--- src/rtl/vchk_lane.sv ---
// vchk_lane: masked compare of one result channel.
//   expected : answer word
//   actual   : DUT result word
//   mask     : 1 = bit is checked
//   pass     : 1 when no checked bit differs
module vchk_lane #(
  parameter int unsigned RES_W = 34
) (
  input  logic [RES_W-1:0] expected,
  input  logic [RES_W-1:0] actual,
  input  logic [RES_W-1:0] mask,
  output logic             pass
);

  always_comb begin
    pass = (((expected ^ actual) & mask) == '0);
  end

endmodule

--- config.mk ---
export PLATFORM = sky130hd
export DESIGN_NAME = vchk_lane
export DESIGN_NICKNAME = d
export VERILOG_FILES = /design/src/rtl/vchk_lane.sv
export SDC_FILE = /design/constraint.sdc
export NUM_CORES = 1
export LEC_CHECK = 0
export ABC_CLOCK_PERIOD_IN_PS = 1250
export CAP_MARGIN = 0
export CORE_MARGIN = 1.5
export CORE_UTILIZATION = 19
export DETAILED_ROUTE_END_ITERATION = 10
export GPL_ROUTABILITY_DRIVEN = 0
export PLACE_DENSITY = 0.81
export SETUP_SLACK_MARGIN = 0.05
export SYNTH_ARGS = -nofsm -noshare
export SYNTH_HDL_FRONTEND = slang
export SYNTH_SLANG_ARGS = --single-unit
--- constraint.sdc ---
create_clock -name vclk -period 1.25
set_input_delay 0.125 -clock vclk [all_inputs]
set_output_delay 0.125 -clock vclk [all_outputs]
set_load 0.01 [all_outputs]
==> metrics.log, run 1 <==
[metrics] outcome: finished, violations left
[metrics] violated checks: negative setup slack
[metrics] final hold violations: 0
[metrics] sequential cell area in the final layout: 0 um^2
[metrics] area of the core region: 0.00243 mm^2
[metrics] residual overflow from global routing: 0
[metrics] remaining design rule violation count: 0
[metrics] static leakage: 0.715 nW
[metrics] Final Non-Filler Cells: 188
[metrics] Worst EP arrival: 1.23 ns
[metrics] endpoints failing setup: 1
[metrics] footprint of the multi-input gates: 513 um^2
[metrics] detail-routed net length per standard cell: between 10 and 15 um
[metrics] height of the die: about 53 um
[metrics] adder-cell share of the synthesized area: 0
[metrics] start-to-end type of the worst setup path: primary input to primary output
[metrics] share of the synthesized area in compound gates (AO/OA/AOI/OAI): 0.323
[metrics] clk_buf instances: 0
[metrics] initial antenna violation count: 0
[metrics] Initial DRC Count: 10
[metrics] total negative slack for setup checks: -0.103 ns
[metrics] element type at the critical path end: primary output
[metrics] area grow syn2layout: 195%
[metrics] Worst EP required: 1.12 ns
[metrics] Slew Limit Fails: 0
[metrics] XOR/XNOR share of the synthesized area: 0.620
[metrics] maximum fanout along the worst path: 1
[metrics] yosys synthesis warning count: 0
[metrics] transition time at the pin with the least slew margin: 0.223 ns
[metrics] Mapped Cells: 55
[metrics] Post-Synth Simple-Gate Area: 0.0573
[metrics] number of antenna diodes: 0
[metrics] starting utilization of the core area: 0.198
[metrics] crit path launch type: primary input
[metrics] Power per Cell Area: 284 mW/mm^2
[metrics] dominant combinational cell family by area after synthesis: XOR/XNOR gates
[metrics] Total Die Area: roughly 0.0028 mm^2
[metrics] Post-Synthesis Cell Area: between 400 and 500 um^2
[metrics] number of standard-cell rows in the floorplan: 18
[metrics] via density per instance: 4.44
[metrics] first-pass iteration count of the detailed router: 3
[metrics] final net count: 262
[metrics] share of cells above drive strength 1: 0.196
[metrics] CTS hold repair buffers: 0
[metrics] Post CTS Setup Buffer Count: 0
[metrics] post-route clock period utilization: 1.08
[metrics] final critical delay including setup and external delays: 1.35 ns
[metrics] sequential cell area fraction in the yosys report: 0
[metrics] vias in the first global route: 889
[metrics] remaining antenna violation count: 0
[metrics] Die W: 53.3 um
[metrics] Vias: about 840
[metrics] final instance area: 0.00142 mm^2
[metrics] number of sequential cells: 0
[metrics] post-synthesis cell type count: 8
[metrics] worst rel slew slack: 0.851
[metrics] boundary pin count: roughly 100
[metrics] reported max-cap violation count: 0
[metrics] hpwl dp: between 2000 and 2500 um
[metrics] fill cell count: approximately 250
[metrics] maximum number of pins on one net before global-route repair: 2
[metrics] Placement Cell Area: 0.00155 mm^2
[metrics] unrepaired setup endpoints after global routing: true
[metrics] DP Cell Count: between 150 and 200
[metrics] mean cell area of the mapped netlist: 8.74 um^2
[metrics] number of buffer cells added on primary ports: 103
[metrics] maximum achievable frequency: 739 MHz
[metrics] Max IR drop VDD: 0.148 mV
[metrics] multiplexer area fraction after synthesis: 0
[metrics] setup slack of the critical path after layout: -0.103 ns
[metrics] Net Count, Synth: 157
[metrics] GRT Util Overall: 0.150
[metrics] class of the tightest hold or removal check: primary input to primary output
[metrics] Final Routed Wirelength: 2280 um
[metrics] global-route wire length before repair: 3230 um
-- stage by stage --
stage	setup slack, ns	util	hold WS (ns)	total power, mW
global route	-0.188	0.582	0.734	0.438
detailed placement	-0.928	0.637	1.40	0.489
finish	-0.103	0.582	0.689	0.403
CTS	-0.125	0.577	0.798	0.404
global placement	-0.878	0.637	1.38	0.477
floorplan	0.124	-	0.409	0.129
-- Yosys cell counts --
cell	count	area, um^2
sky130_fd_sc_hd__xor2_1	34	298
sky130_fd_sc_hd__a22oi_1	5	37.5
sky130_fd_sc_hd__nand4_1	2	12.5
sky130_fd_sc_hd__nand3_1	1	5.00
sky130_fd_sc_hd__a221oi_1	4	35.0
sky130_fd_sc_hd__a221oi_2	2	30.0
sky130_fd_sc_hd__nor3_2	1	10.0
sky130_fd_sc_hd__a22o_1	6	52.6
-- critical path, stage by stage --
cell,delay [ns]
sky130_fd_sc_hd__clkdlybuf4s50_1,0.41
sky130_fd_sc_hd__a221oi_2,0.23
sky130_fd_sc_hd__nand4_1,0.15
sky130_fd_sc_hd__nor3_2,0.16
sky130_fd_sc_hd__buf_2,0.15
-- repair_timing --
item / 4_1_cts / 5_1_grt
pin swaps: 46 / 11
resized for setup: 149 / 13
setup endpoints to repair: 1 / 1
-- cells in the final DEF, fill, tap and decap left out --
cell type | Yosys | routed
sky130_fd_sc_hd__clkdlybuf4s15_1 | 0 | 9
sky130_fd_sc_hd__xor2_1 | 34 | 33
sky130_fd_sc_hd__a221oi_2 | 2 | 6
sky130_fd_sc_hd__clkbuf_2 | 0 | 3
sky130_fd_sc_hd__a22oi_1 | 5 | 5
sky130_fd_sc_hd__buf_6 | 0 | 2
sky130_fd_sc_hd__nand4_1 | 2 | 2
sky130_fd_sc_hd__nand3_1 | 1 | 1
sky130_fd_sc_hd__a22o_1 | 6 | 6
sky130_fd_sc_hd__dlygate4sd2_1 | 0 | 55
sky130_fd_sc_hd__xor2_2 | 0 | 1
sky130_fd_sc_hd__clkdlybuf4s50_1 | 0 | 14
sky130_fd_sc_hd__dlymetal6s2s_1 | 0 | 2
sky130_fd_sc_hd__nor3_2 | 1 | 1
sky130_fd_sc_hd__buf_2 | 0 | 18
-- cell families after synthesis --
| group | Yosys count |
|---|---|
| AO/OA/AOI/OAI | 17 |
| XOR/XNOR | 34 |
| AND/OR/NAND/NOR | 4 |
-- layer usage --
layer  routed length, um  part of all wire  vias to the layer above  global-route usage
met3                 211             0.092                        4             0.00847
met2                1380              0.61                       46               0.346
met1                 647              0.28                      369               0.130
li1                    -                 -                      416                   -
met5                   0                 0                        -                   0
met4                  41             0.018                        0              0.0342
-- power breakdown --
group | total, mW | internal [mW] | leakage, nW | switching (mW)
sequential | 0 | 0 | 0 | 0
combinational | 0.403 | 0.269 | 0.715 | 0.134
clock | 0 | 0 | 0 | 0
-- path summary, 6_finish.rpt --
| check | startpoint | to | slack, ns | cells past startpoint |
|---|---|---|---|---|
| hold / removal | mask[31] | pass | 0.69 | 5 |
| setup / recovery | mask[22] | pass | -0.10 | 5 |
-- final cells by class --
class / instances / area share
repair buffers: 103 / 0.611
multi-input cells: 55 / 0.363
well taps: 30 / 0.0265
No activity file was read; power rests on OpenSTA's default activity.
==> run 2: changes to the inputs <==
Settings changed: ABC_CLOCK_PERIOD_IN_PS 1250 to 1410.
Clock period 1.25 ns to 1.41 ns, I/O delays scaled along.
==> results of run 2 <==
Same layout as run 1 (identical final DEF). Status: complete, no violations.
Among the figures that moved: setup slack after placement -0.928 ns -> -0.800 ns; setup slack after layout -0.103 ns -> 0.0254 ns; setup TNS -0.103 ns -> 0 ns; hold slack 0.689 ns -> 0.721 ns; number of setup violations in the final report 1 -> 0; total power 0.403 mW -> 0.357 mW; worst IR drop on VDD 0.148 mV -> 0.131 mV
